[config.mk]
export PLATFORM = sky130hd
export DESIGN_NAME = bit64_add_pipe
export DESIGN_NICKNAME = d
export VERILOG_FILES = /design/src/rtl/bit64_add_pipe_pkg.sv /design/src/rtl/bit64_add_pipe_add32_carry.sv /design/src/rtl/bit64_add_pipe.sv
export SDC_FILE = /design/constraint.sdc
export NUM_CORES = 1
export LEC_CHECK = 0
export BUFFER_PORTS_ARGS = -buffer_cell sky130_fd_sc_hd__buf_2
export CAP_MARGIN = 5
export CORE_AREA = 3 3 148 150
export DETAILED_ROUTE_END_ITERATION = 7
export DIE_AREA = 0 0 151 153
export PLACE_DENSITY = 0.81
export SYNTH_ARGS = -nofsm -noshare
export SYNTH_HDL_FRONTEND = slang
export SYNTH_HIERARCHICAL = 1
export SYNTH_SLANG_ARGS = --single-unit
export TNS_END_PERCENT = 30
[constraint.sdc]
create_clock -name clk -period 2.6 [get_ports clk]
set_input_delay 0.26 -clock clk [delete_from_list [all_inputs] [get_ports clk]]
set_output_delay 0.26 -clock clk [all_outputs]
set_load 0.01 [all_outputs]
[src/rtl/bit64_add_pipe_pkg.sv]
// Shared ANC arithmetic definitions: sample type, half-word type and the
// saturation limits used when a signed sum overflows.
package bit64_add_pipe_pkg;

  localparam int DATA_W = 64;
  localparam int HALF_W = 32;

  typedef logic signed [DATA_W-1:0] sample_t;
  typedef logic        [HALF_W-1:0] half_t;

  localparam sample_t SAT_POS = 64'sh7FFF_FFFF_FFFF_FFFF;
  localparam sample_t SAT_NEG = 64'sh8000_0000_0000_0000;

  // Clamp value follows the common operand sign (both signs agree on overflow).
  function automatic sample_t sat_value(input logic neg);
    return neg ? SAT_NEG : SAT_POS;
  endfunction

endpackage

[src/rtl/bit64_add_pipe_add32_carry.sv]
// Registered 32-bit adder with carry in/out; the result only updates when en
// is high, so a stalled stage keeps its sum.
module add32_carry
  import bit64_add_pipe_pkg::*;
(
  input  logic  clk,
  input  logic  rst,
  input  logic  en,
  input  half_t a,
  input  half_t b,
  input  logic  cin,
  output half_t sum,
  output logic  cout
);

  logic [HALF_W:0] total_next;

  assign total_next = {1'b0, a} + {1'b0, b} + {{HALF_W{1'b0}}, cin};

  always_ff @(posedge clk) begin
    if (rst) begin
      sum  <= '0;
      cout <= 1'b0;
    end else if (en) begin
      {cout, sum} <= total_next;
    end
  end

endmodule

[src/rtl/bit64_add_pipe.sv]
// Two-stage 64-bit signed adder with valid/ready handshake: S1 adds the low
// halves, S2 adds the high halves with the carry and applies overflow handling.
module bit64_add_pipe
  import bit64_add_pipe_pkg::*;
#(
  parameter int SATURATE = 1
) (
  input  logic    clk,
  input  logic    rst,
  input  logic    in_valid,
  output logic    in_ready,
  input  sample_t in1,
  input  sample_t in2,
  output logic    out_valid,
  input  logic    out_ready,
  output sample_t out1,
  output logic    ovf
);

  logic  s1_valid_reg, s1_valid_next;
  logic  s2_valid_reg, s2_valid_next;
  logic  s1_load, s2_load, s2_free;

  half_t s1_lo;
  logic  s1_carry;
  half_t hi1_reg, hi2_reg;

  half_t s2_hi;
  logic  s2_cout;
  half_t lo2_reg;
  logic  sign1_reg, sign2_reg;

  logic    ovf_raw;
  sample_t wrapped;

  // S2 can take a new sample when empty or when it is emptying this cycle.
  assign s2_free  = !s2_valid_reg || out_ready;
  assign in_ready = !s1_valid_reg || !s2_valid_reg || out_ready;
  assign s1_load  = in_valid && in_ready;
  assign s2_load  = s1_valid_reg && s2_free;

  add32_carry u_add_lo (
    .clk  (clk),
    .rst  (rst),
    .en   (s1_load),
    .a    (in1[HALF_W-1:0]),
    .b    (in2[HALF_W-1:0]),
    .cin  (1'b0),
    .sum  (s1_lo),
    .cout (s1_carry)
  );

  add32_carry u_add_hi (
    .clk  (clk),
    .rst  (rst),
    .en   (s2_load),
    .a    (hi1_reg),
    .b    (hi2_reg),
    .cin  (s1_carry),
    .sum  (s2_hi),
    .cout (s2_cout)
  );

  always_ff @(posedge clk) begin
    if (rst) begin
      hi1_reg   <= '0;
      hi2_reg   <= '0;
      lo2_reg   <= '0;
      sign1_reg <= 1'b0;
      sign2_reg <= 1'b0;
    end else begin
      if (s1_load) begin
        hi1_reg <= in1[DATA_W-1:HALF_W];
        hi2_reg <= in2[DATA_W-1:HALF_W];
      end
      if (s2_load) begin
        lo2_reg   <= s1_lo;
        sign1_reg <= hi1_reg[HALF_W-1];
        sign2_reg <= hi2_reg[HALF_W-1];
      end
    end
  end

  always_comb begin
    s1_valid_next = s1_valid_reg;
    s2_valid_next = s2_valid_reg;
    if (s1_load) begin
      s1_valid_next = 1'b1;
    end else if (s2_load) begin
      s1_valid_next = 1'b0;
    end
    if (s2_load) begin
      s2_valid_next = 1'b1;
    end else if (out_ready) begin
      s2_valid_next = 1'b0;
    end
  end

  always_ff @(posedge clk) begin
    if (rst) begin
      s1_valid_reg <= 1'b0;
      s2_valid_reg <= 1'b0;
    end else begin
      s1_valid_reg <= s1_valid_next;
      s2_valid_reg <= s2_valid_next;
    end
  end

  // Overflow = carry into bit 63 xor carry out of bit 63; the carry into bit
  // 63 is recovered from the sum bit and the two operand sign bits.
  assign ovf_raw = s2_cout ^ s2_hi[HALF_W-1] ^ sign1_reg ^ sign2_reg;
  assign wrapped = {s2_hi, lo2_reg};

  assign out1      = ((SATURATE != 0) && ovf_raw) ? sat_value(sign1_reg) : wrapped;
  assign ovf       = ovf_raw;
  assign out_valid = s2_valid_reg && !rst;

endmodule
==> results.md, run 1 <==
- Met2 Usage GRT: 0.410
- Drt wl/cell: 16.4 µm
- Top cells by count, synth: a21oi_1 (171), dfxtp_1 (166), nand3_1 (114)
- Leakage: 0.00566 µW
- Synth-to-layout area growth: 19.5%
- Ys flop type: dfxtp_1
- DRT Pass-1 Iters: 6
- Post-Route WL: just under 30 mm
- Row cnt: 53
- Root buf cell: clkbuf_16
- Sink Count: 166
- Final Hold Vio Count: 0
- RSZ-0062 raised after global routing: true
- DRC violations left: 0
- N_diodes: 0
- Post-detail-place hpwl: 21.8 mm
- Register area share after synthesis: 0.315
- Num ports: 199
- Global-route wire length before repair: 46.6 mm
- Core box area: ~21000 µm²
- Yosys warns: 6
- GRT Overall Usage: 0.244
- Post-synth cell types: 86
- Clk_lat worst skew: 0.42 ns
- Post-CTS Hold Fix Bufs: 0
- Crit path arrival time: 2.92 ns
- Failing checks: negative setup slack
- Post-synthesis instance total: 1320
- Num CTS Buffers: 17
- Most frequent cell after synthesis: a21oi_1
- Total gr overflow: 0
- Antenna violations before repair: 1
- Crit path capture type: register
- Synthesized Nets: 1518
- Max-slew violations: 0
- DRT iter0 DRCs: 698
- Yosys top cell by area: dfxtp_1
- Die Area: roughly 23000 µm²
- Fin worst setup slack: -0.0152 ns
- Share of post-route cells with drive strength above 1: 0.223
- Fin nets: 1701
- Startpoint class of the critical path: register
- Critical path's slowest cell: fa_2
- Depth of the CTS H-tree: 4
- Area of the multi-input gates: approximately 6600 µm²
- Worst hold path type: input port to register
- Placer Congestion: between 0.9 and 1
- Ys async rst share: 0
- Via count: slightly above 10000
- Mux cell area share after synthesis: 0.0863
- EDFF count, synth: 0
- # setup viols final: 2
- Max rail drop VDD: 0.300 mV
- Clk buf depth: 2
- Top Usage Layer GRT: met2
- Fin Clk Skew: 0.00790 ns
- Register bit total from synthesis: 166
- Pwr/cell area: 595 nW/µm²
- Grt met1 use: 0.325
- Syn avg cell area: 8.00 µm²
- Worst relative slew slack: 0.278
- Post-Syn Area: 10600 µm²
- Vias in the first global route: between 9000 and 10000
- Crit path buf inv count: 0
- Top cells by area, synth: dfxtp_1 (31%), mux2i_1 (8.5%), a21oi_1 (8.1%), ha_1 (7.3%), nand3_1 (5.4%)
- Post-Synth Adder-Cell Area: 0.0810
- Util after Layout: 0.606
- Post-Synth XOR/XNOR Area: 0.0452
- Crit-path max FO: 4
- Worst EP required: 2.91 ns
- PortBufs: 198
- Chip width: roughly 150 µm
- Die Span Y: 153 µm
- Largest family of logic cells by synthesized area: compound AO/OA/AOI/OAI gates
- Sequential Area: ~3300 µm²
- Post-synthesis compound-gate area fraction: 0.249
- GRT met3 Usage: 0.0329
- Post-Synth Simple-Gate Area: 0.148
- Top-area cell type share of the netlist area: 0.315
- Initial core utilization: 0.507
- Largest net degree at the start of global routing: 67
- Clk slew on worst S/H paths: 0.06 ns
- Critical path type: register to register
- Post-Route Hold Slack: 0.0806 ns
- Vias per cell: between 5 and 6
- CP dominant cell by count: fa_2
- Final period utilization: 1.01
- Status: finished, violations left
- CP peak stage delay: 0.41 ns
- Fmax: 382 MHz
- Family with the most delay on the worst path: compound AO/OA/AOI/OAI gates
- Slew @ Worst Pin: between 1 and 1.5 ns
- TritonCTS clock tree: yes
- Max-Cap Viols: 0
- Post-route ant nets: 0
- Filler Cell Count: 1840
- Min Tclk post-route: 2.62 ns
- Critical path, cell by cell: fa_2 > fa_2 > a211oi_4 > o211ai_1 > a21boi_1 > a22oi_2 > a31oi_1 > mux2i_1 > o21ai_1
## where the power goes
part / internal [µW] / total, µW / switching, µW / leakage (µW)
registers: 2710 / 2810 / 104 / 0.00136
logic: 924 / 2100 / 1180 / 0.00401
clock network: 1570 / 2600 / 1030 / 0.000283
total: 5200 / 7510 / 2310 / 0.00566
## per-stage QoR
step / cell area (µm²) / power, µW / setup TNS [ns] / cells / setup slack [ns]
final: 12600 / 7510 / -0.0224 / 1791 / -0.0152
after global routing: 12600 / 7860 / -0.256 / 1791 / -0.101
after CTS: 12500 / 7530 / 0 / 1790 / 0.0243
after detailed placement: 11900 / 4930 / -2.52 / 1758 / -0.347
after global placement: 11900 / 4880 / -1.30 / 1758 / -0.287
after floorplan: 10600 / 4250 / -0.130 / 1320 / -0.0667
## final timing paths
path / start / endpoint / cells after the start / slack [ns]
max: hi2_reg[0] / u_add_hi/sum[30] / 9 / -0.02
min: in1[58] / hi1_reg[26] / 3 / 0.08
max reg2reg: hi2_reg[0] / u_add_hi/sum[30] / 9 / -0.02
min reg2reg: u_add_hi/sum[23] / u_add_hi/sum[23] / 2 / 0.45
## worst reg2reg max path, cell delays in order (launching register included)
cell	delay (ns)
dfxtp_2	0.33
fa_2	0.41
fa_2	0.41
a211oi_4	0.24
o211ai_1	0.17
a21boi_1	0.26
a22oi_2	0.14
a31oi_1	0.24
mux2i_1	0.22
o21ai_1	0.08
## layout by cell type (no fill, tap or decap), types with 4 or more instances in the layout
cell	instances
a211o_1	4
a211oi_1	12
a21o_1	27
a21oi_1	171
a221o_1	4
a31oi_1	10
and2_1	4
and3_1	6
buf_2	197
buf_4	55
clkbuf_16	17
clkinvlp_4	4
dfxtp_1	162
dfxtp_2	4
fa_2	4
ha_1	62
inv_1	81
inv_2	6
mux2i_1	90
nand2_1	68
nand2b_1	7
nand3_1	113
nand4_1	12
nor2_1	81
nor3_1	8
o211ai_1	9
o21a_1	4
o21ai_0	37
o21ai_1	106
xnor2_1	27
xor2_1	20
## layout make-up
| type | instances | share of cell area |
|---|---|---|
| tap | 275 | 0.0273 |
| clock buffer | 22 | 0.0368 |
| inverter | 88 | 0.0262 |
| multi-input combinational | 975 | 0.520 |
| sequential | 166 | 0.264 |
| clock inverter | 10 | 0.0116 |
| timing repair buffer | 255 | 0.114 |
## cells by family after synthesis
family / after synthesis
muxes: 91
xor gates and xnor gates: 52
DFF: 166
AOI/OAI and AO/OA: 437
adders and majority gates: 66
and+or+nand+nor: 328
other: 1
buffers and inverters: 179
## what timing repair did
action | in CTS | in global routing
pin swaps | 2 | 13
setup buffers | 0 | 1
gates resized for setup | 4 | 24
endpoints found under the setup margin | 12 | 20
## routing by layer
layer | share of wire | up-vias
met5 | 0.00044 | -
met4 | 0.020 | 2
met3 | 0.062 | 50
met2 | 0.48 | 412
met1 | 0.44 | 4798
li1 | - | 5081
Power figures use the tool's default switching activity.
==> inputs of run 2 (changes only) <==
--- a/config.mk
+++ b/config.mk
@@ -7,10 +7,10 @@
 export LEC_CHECK = 0
 export BUFFER_PORTS_ARGS = -buffer_cell sky130_fd_sc_hd__buf_2
 export CAP_MARGIN = 5
-export CORE_AREA = 3 3 148 150
+export CORE_AREA = 3 3 159 161
 export DETAILED_ROUTE_END_ITERATION = 7
-export DIE_AREA = 0 0 151 153
-export PLACE_DENSITY = 0.81
+export DIE_AREA = 0 0 162 164
+export PLACE_DENSITY = 0.72
 export SYNTH_ARGS = -nofsm -noshare
 export SYNTH_HDL_FRONTEND = slang
 export SYNTH_HIERARCHICAL = 1
==> run 2 against run 1 <==
Global-route usage down 2.8 points. Sequential share of layout area down 0.11 points. Die area up 15%. The flow now finishes without violations. Largest cell class unchanged. Combinational power about the same.
==> results.md, run 2 (synthesis results as in run 1) <==
- Final period utilization: 0.965 (-0.0407)
- Crit-path max FO: 2 (-2)
- Post-CTS Hold Fix Bufs: 0 (unchanged)
- Met2 Usage GRT: 0.361 (-0.0488)
- DRT Pass-1 Iters: 5 (-1)
- Post-Route WL: 29.0 mm (-0.98%)
- Hold Path End: hi2_reg[25]
- Max rail drop VDD: 0.470 mV (+57%)
- Initial core utilization: 0.438 (-0.0691)
- N_diodes: 0 (unchanged)
- Post-detail-place hpwl: 21.5 mm (-1.2%)
- FF-to-FF End: u_add_hi/sum[14]
- Worst r2r src: hi2_reg[0]
- Grt met1 use: 0.293 (-0.0323)
- PortBufs: 198 (unchanged)
- Sink Count: 166 (unchanged)
- Drt wl/cell: 15.8 µm (-3.6%)
- Min Tclk post-route: 2.51 ns (-0.106 ns)
- Total gr overflow: 0 (unchanged)
- RSZ-0062 raised after global routing: true
- Max-Cap Viols: 0 (unchanged)
- Crit path arrival time: 2.82 ns (-0.10 ns)
- Crit path capture type: register
- Num CTS Buffers: 17 (unchanged)
- Final Hold Vio Count: 0 (unchanged)
- Die Span Y: 164 µm (+7.2%)
- Largest net degree at the start of global routing: 129 (+93%)
- Critical path type: register to register
- Root buf cell: clkbuf_16
- CP dominant cell by count: fa_2
- Clk_lat worst skew: 0.43 ns (about the same)
- Worst EP required: 2.91 ns (about the same)
- Max-slew violations: 0 (unchanged)
- Antenna violations before repair: 1 (unchanged)
- CP peak stage delay: 0.42 ns (about the same)
- Depth of the CTS H-tree: 4 (unchanged)
- Via count: 10000 (-3.3%)
- Critical path, cell by cell: fa_2 > fa_2 > a211oi_2 > o211ai_1 > a21boi_2 > buf_4 > o21ai_2 > a31oi_1 > xor2_1 > o21ai_1
- Fin Clk Skew: 0.0113 ns (+0.00341 ns)
- Row cnt: 57 (+7.5%)
- Worst Reg2Reg Path Length in Cells: 10 (+1)
- Vias per cell: 5.44 (-5.8%)
- Fmax: 398 MHz (+4.2%)
- DP Worst Slack: -0.301 ns (+0.0454 ns)
- # setup viols final: 0 (-2)
- DRT iter0 DRCs: 891 (+28%)
- Global-route wire length before repair: 47.5 mm (+1.8%)
- Die Area: 26600 µm² (+15%)
- R2R Setup Slk: 0.09 ns (+0.11 ns)
- TritonCTS clock tree: yes
- Commonest non-fill, non-tap cell in the layout: buf_2
- Critical path's slowest cell: fa_2
- GRT met3 Usage: 0.0351 (+0.00215)
- Vias in the first global route: 9490 (-1.1%)
- Clk slew on worst S/H paths: 0.07 ns (about the same)
- Fin worst setup slack: 0.0906 ns (+0.106 ns)
- Worst Hold Depth: 3 (unchanged)
- Status: finished clean
- Num ports: 199 (unchanged)
- Placer Congestion: 0.942 (+1.2%)
- Startpoint class of the critical path: register
- Chip width: 162 µm (+7.3%)
- GRT Overall Usage: 0.216 (-0.0280)
- Total power: 7390 µW (-1.5%)
- Worst relative slew slack: 0.538 (+0.260)
- Synth-to-layout area growth: 19.9%
- Clk buf depth: 2 (unchanged)
- Top Usage Layer GRT: met2
- Min-Delay Startpoint: in2[57]
- Slew @ Worst Pin: 0.693 ns (-0.389 ns)
- Core box area: 24100 µm² (+16%)
- Commonest non-fill, non-tap cells in the layout: buf_2 (197), a21oi_1 (171), dfxtp_1 (163)
- DRC violations left: 0 (unchanged)
- Pwr/cell area: 584 nW/µm² (-1.9%)
- Worst hold path type: input port to register
- Share of post-route cells with drive strength above 1: 0.225 (+0.00198)
- Crit. Startpoint: hi2_reg[0]
- Leakage: 0.00566 µW (about the same)
- Fin nets: 1701 (unchanged)
- Post-route ant nets: 0 (unchanged)
-- run 2: routing by layer --
layer,share of wire,vias up
met5,0.00045,-
met4,0.017,2
met3,0.055,32
met2,0.46,280
met1,0.46,4624
li1,-,5068
-- run 2: how the worst max path moves through the flow --
stage | endpoint
floorplan | u_add_lo/sum[30]
CTS | u_add_hi/sum[14]
global placement | u_add_lo/sum[30]
detailed placement | u_add_lo/sum[30]
global route | u_add_hi/sum[24]
finish | u_add_hi/sum[14]
-- run 2: final cells by class --
type	instances	area, µm²
Fill cell	2367	11400
Multi-Input combinational cell	975	6560
Sequential cell	166	3330
Timing Repair Buffer	255	1480
Clock buffer	17	425
Tap cell	324	405
Inverter	88	330
Clock inverter	15	153
-- run 2: worst max-delay path: cells and delay by family (launching register included) --
kind                     cells  cell delay [ns]
XOR/XNOR                     1             0.17
adder cells (fa/ha/maj)      2             0.82
flip-flops                   1             0.33
AO/OA/AOI/OAI                6             0.93
buffers and inverters        1             0.15
-- run 2: power by group --
| group | switching, µW | internal (µW) | total, µW |
|---|---|---|---|
| clock | 1190 | 1290 | 2470 |
| combinational | 1170 | 940 | 2110 |
| sequential | 103 | 2710 | 2810 |
-- run 2: repair_timing --
item	CTS	global route
pin swaps	3	12
gates cloned	0	0
gates resized for setup	9	20
endpoints found under the setup margin	57	11
buffers inserted	4	1
-- run 2: metrics by stage --
| step | hold WS, ns | area [µm²] | TNS [ns] | cells | util |
|---|---|---|---|---|---|
| 2_1_floorplan | 0.408 | 10600 | -0.130 | 1320 | - |
| 3_3_place_gp | 0.438 | 12000 | -1.80 | 1803 | 0.496 |
| 3_5_place_dp | 0.441 | 12000 | -2.48 | 1803 | 0.496 |
| 4_1_cts | 0.0621 | 12600 | 0 | 1839 | 0.523 |
| 5_1_grt | 0.0630 | 12700 | -0.471 | 1840 | 0.526 |
| 6_report | 0.0835 | 12700 | 0 | 1840 | 0.526 |
==> inputs of run 3 (changes only) <==
--- a/config.mk
+++ b/config.mk
@@ -7,10 +7,11 @@
 export LEC_CHECK = 0
 export BUFFER_PORTS_ARGS = -buffer_cell sky130_fd_sc_hd__buf_2
 export CAP_MARGIN = 5
-export CORE_AREA = 3 3 159 161
+export CORE_AREA = 3 3 131 196
+export CTS_CLUSTER_SIZE = 40
 export DETAILED_ROUTE_END_ITERATION = 7
-export DIE_AREA = 0 0 162 164
-export PLACE_DENSITY = 0.72
+export DIE_AREA = 0 0 134 199
+export PLACE_DENSITY = 0.71
 export SYNTH_ARGS = -nofsm -noshare
 export SYNTH_HDL_FRONTEND = slang
 export SYNTH_HIERARCHICAL = 1
==> run 3 against run 2 <==
Critical endpoint is now u_add_hi/sum[30]. Worst hold slack hardly changed. Die area increased by 0.37%. Sequential share of layout area down 0.077 points. Fmax shrank 1.4%.
==> results.md, run 3 (synthesis results as in run 1) <==
- Fin Clk Skew: 0.00687 ns (-0.00443 ns)
- Share of post-route cells with drive strength above 1: 0.223 (-0.00198)
- Antenna violations before repair: 1 (unchanged)
- Row cnt: 70 (+23%)
- Worst relative slew slack: 0.482 (-0.0560)
- Clk_lat worst skew: 0.43 ns (about the same)
- Leakage: 0.00570 µW (+0.59%)
- Fin nets: 1704 (+0.18%)
- Vias per cell: 5.45 (+0.14%)
- Util after Layout: 0.524 (-0.00202)
- DRT iter0 DRCs: 558 (-37%)
- Global-route wire length before repair: 47.5 mm (+0.15%)
- Worst EP required: 2.88 ns (-0.03 ns)
- Max rail drop VDD: 0.378 mV (-20%)
- Crit-path max FO: 4 (+2)
- Die Span Y: 199 µm (+21%)
- Sink Count: 166 (unchanged)
- Setup Fix Bufs, Post-CTS: 0 (-4)
- Drt wl/cell: 15.9 µm (+0.91%)
- Switch Pwr: 2240 µW (-9.2%)
- Grt met1 use: 0.246 (-0.0470)
- Crit path arrival time: 2.83 ns (about the same)
- Via count: 10000 (+0.14%)
- Combinational power share: 0.269 (-0.017)
- Post-route ant nets: 0 (unchanged)
- Min Tclk post-route: 2.55 ns (+0.0359 ns)
- PortBufs: 198 (unchanged)
- DRC violations left: 0 (unchanged)
- Worst r2r src: hi1_reg[0]
- GRT Overall Usage: 0.218 (+0.00188)
- Post-detail-place hpwl: 22.3 mm (+3.3%)
- Synth-to-layout area growth: 20.3%
- Crit path capture type: register
- Chip width: 134 µm (-17%)
- Power Internal: 5460 µW (+11%)
- Met2 Usage GRT: 0.408 (+0.0464)
- Fmax: 393 MHz (-1.4%)
- Depth of the CTS H-tree: 4 (unchanged)
- Num CTS Buffers: 17 (unchanged)
- Clk buf depth: 2 (unchanged)
- Switching share of power: 0.290 (-0.0425)
- Post-Route WL: 29.3 mm (+0.91%)
- DRT Pass-1 Iters: 5 (unchanged)
- Largest net degree at the start of global routing: 75 (-42%)
- Final Hold Vio Count: 0 (unchanged)
- Max-slew violations: 0 (unchanged)
- Sequential share of power: 0.365 (-0.015)
- Final period utilization: 0.979 (+0.0138)
- Commonest non-fill, non-tap cell in the layout: buf_2
- Commonest non-fill, non-tap cells in the layout: buf_2 (197), a21oi_1 (171), dfxtp_1 (164)
- GRT met3 Usage: 0.0314 (-0.00368)
- Vias in the first global route: 9692 (+2.1%)
- Crit. Startpoint: hi1_reg[0]
- Worst hold path type: input port to register
- RSZ-0062 raised after global routing: true
- Critical path type: register to register
- # setup viols final: 0 (unchanged)
- Post-CTS Hold Fix Bufs: 0 (unchanged)
- Root buf cell: clkbuf_16
- Placer Congestion: 0.885 (-6.1%)
- Top Usage Layer GRT: met2
- Startpoint class of the critical path: register
- Slew @ Worst Pin: 0.777 ns (+0.0840 ns)
- Pwr/cell area: 606 nW/µm² (+3.8%)
- Core box area: 24300 µm² (+0.64%)
- Total gr overflow: 0 (unchanged)
- Clk slew on worst S/H paths: 0.06 ns (about the same)
- TritonCTS clock tree: yes
- Num ports: 199 (unchanged)
- Clk pwr share: 0.366 (+0.032)
- Max-Cap Viols: 0 (unchanged)
- Status: finished clean
- Min-Delay Startpoint: in1[34]
- Initial core utilization: 0.435 (-0.00280)
- N_diodes: 0 (unchanged)
- Die Area: 26700 µm² (+0.37%)
- Post-Route Hold Slack: 0.0831 ns (-0.000365 ns)
## run 3: power by group through the flow
stage	combinational (µW)	clock (µW)	sequential, µW
CTS	2090	2870	2800
global route	2290	2970	2820
global placement	2050	0	2850
detailed placement	2080	0	2860
floorplan	1430	0	2830
finish	2070	2820	2810
## run 3: per-layer routing
| metal | up-vias | wire length, µm |
|---|---|---|
| li1 | 5084 | - |
| met4 | 2 | 924 |
| met5 | - | 7 |
| met3 | 60 | 1050 |
| met2 | 247 | 15400 |
| met1 | 4627 | 11900 |
## run 3: metrics by stage
stage	cell area, µm²	setup WS, ns	std cells	setup TNS, ns	total power [µW]
5_1_grt	12700	-0.0472	1840	-0.0472	8090
2_1_floorplan	10600	-0.0667	1320	-0.130	4250
4_1_cts	12700	0.0276	1840	0	7770
3_3_place_gp	12000	-0.333	1811	-2.67	4910
6_report	12700	0.0547	1840	0	7700
3_5_place_dp	12000	-0.357	1811	-3.90	4940
## run 3: worst max-delay path: stages (launching register included)
cell and delay (ns):
dfxtp_2 0.33, fa_2 0.42, fa_2 0.38, a211oi_4 0.24
o211ai_1 0.18, a21boi_2 0.22, a22oi_2 0.15, a31oi_2 0.20
mux2i_1 0.20, o21ai_1 0.08
## run 3: cell type report
class / instances / area [µm²]
clock buffer: 19 / 453
clock inverter: 10 / 203
fill: 2395 / 11600
inverter: 88 / 330
multi-input combinational: 975 / 6530
sequential: 166 / 3330
tap: 324 / 405
timing repair buffer: 258 / 1460
## run 3: final timing paths
check | end | slack [ns] | cells past startpoint
min | hi1_reg[2] | 0.08 | 3
max reg2reg | u_add_hi/sum[30] | 0.05 | 9
max | u_add_hi/sum[30] | 0.05 | 9
min reg2reg | u_add_lo/sum[28] | 0.45 | 2
## run 3: timing repair
| action | CTS | global route |
|---|---|---|
| setup endpoints to repair | 11 | 12 |
| cloned | 0 | 0 |
| pin swaps | 3 | 2 |
| resized for setup | 7 | 10 |
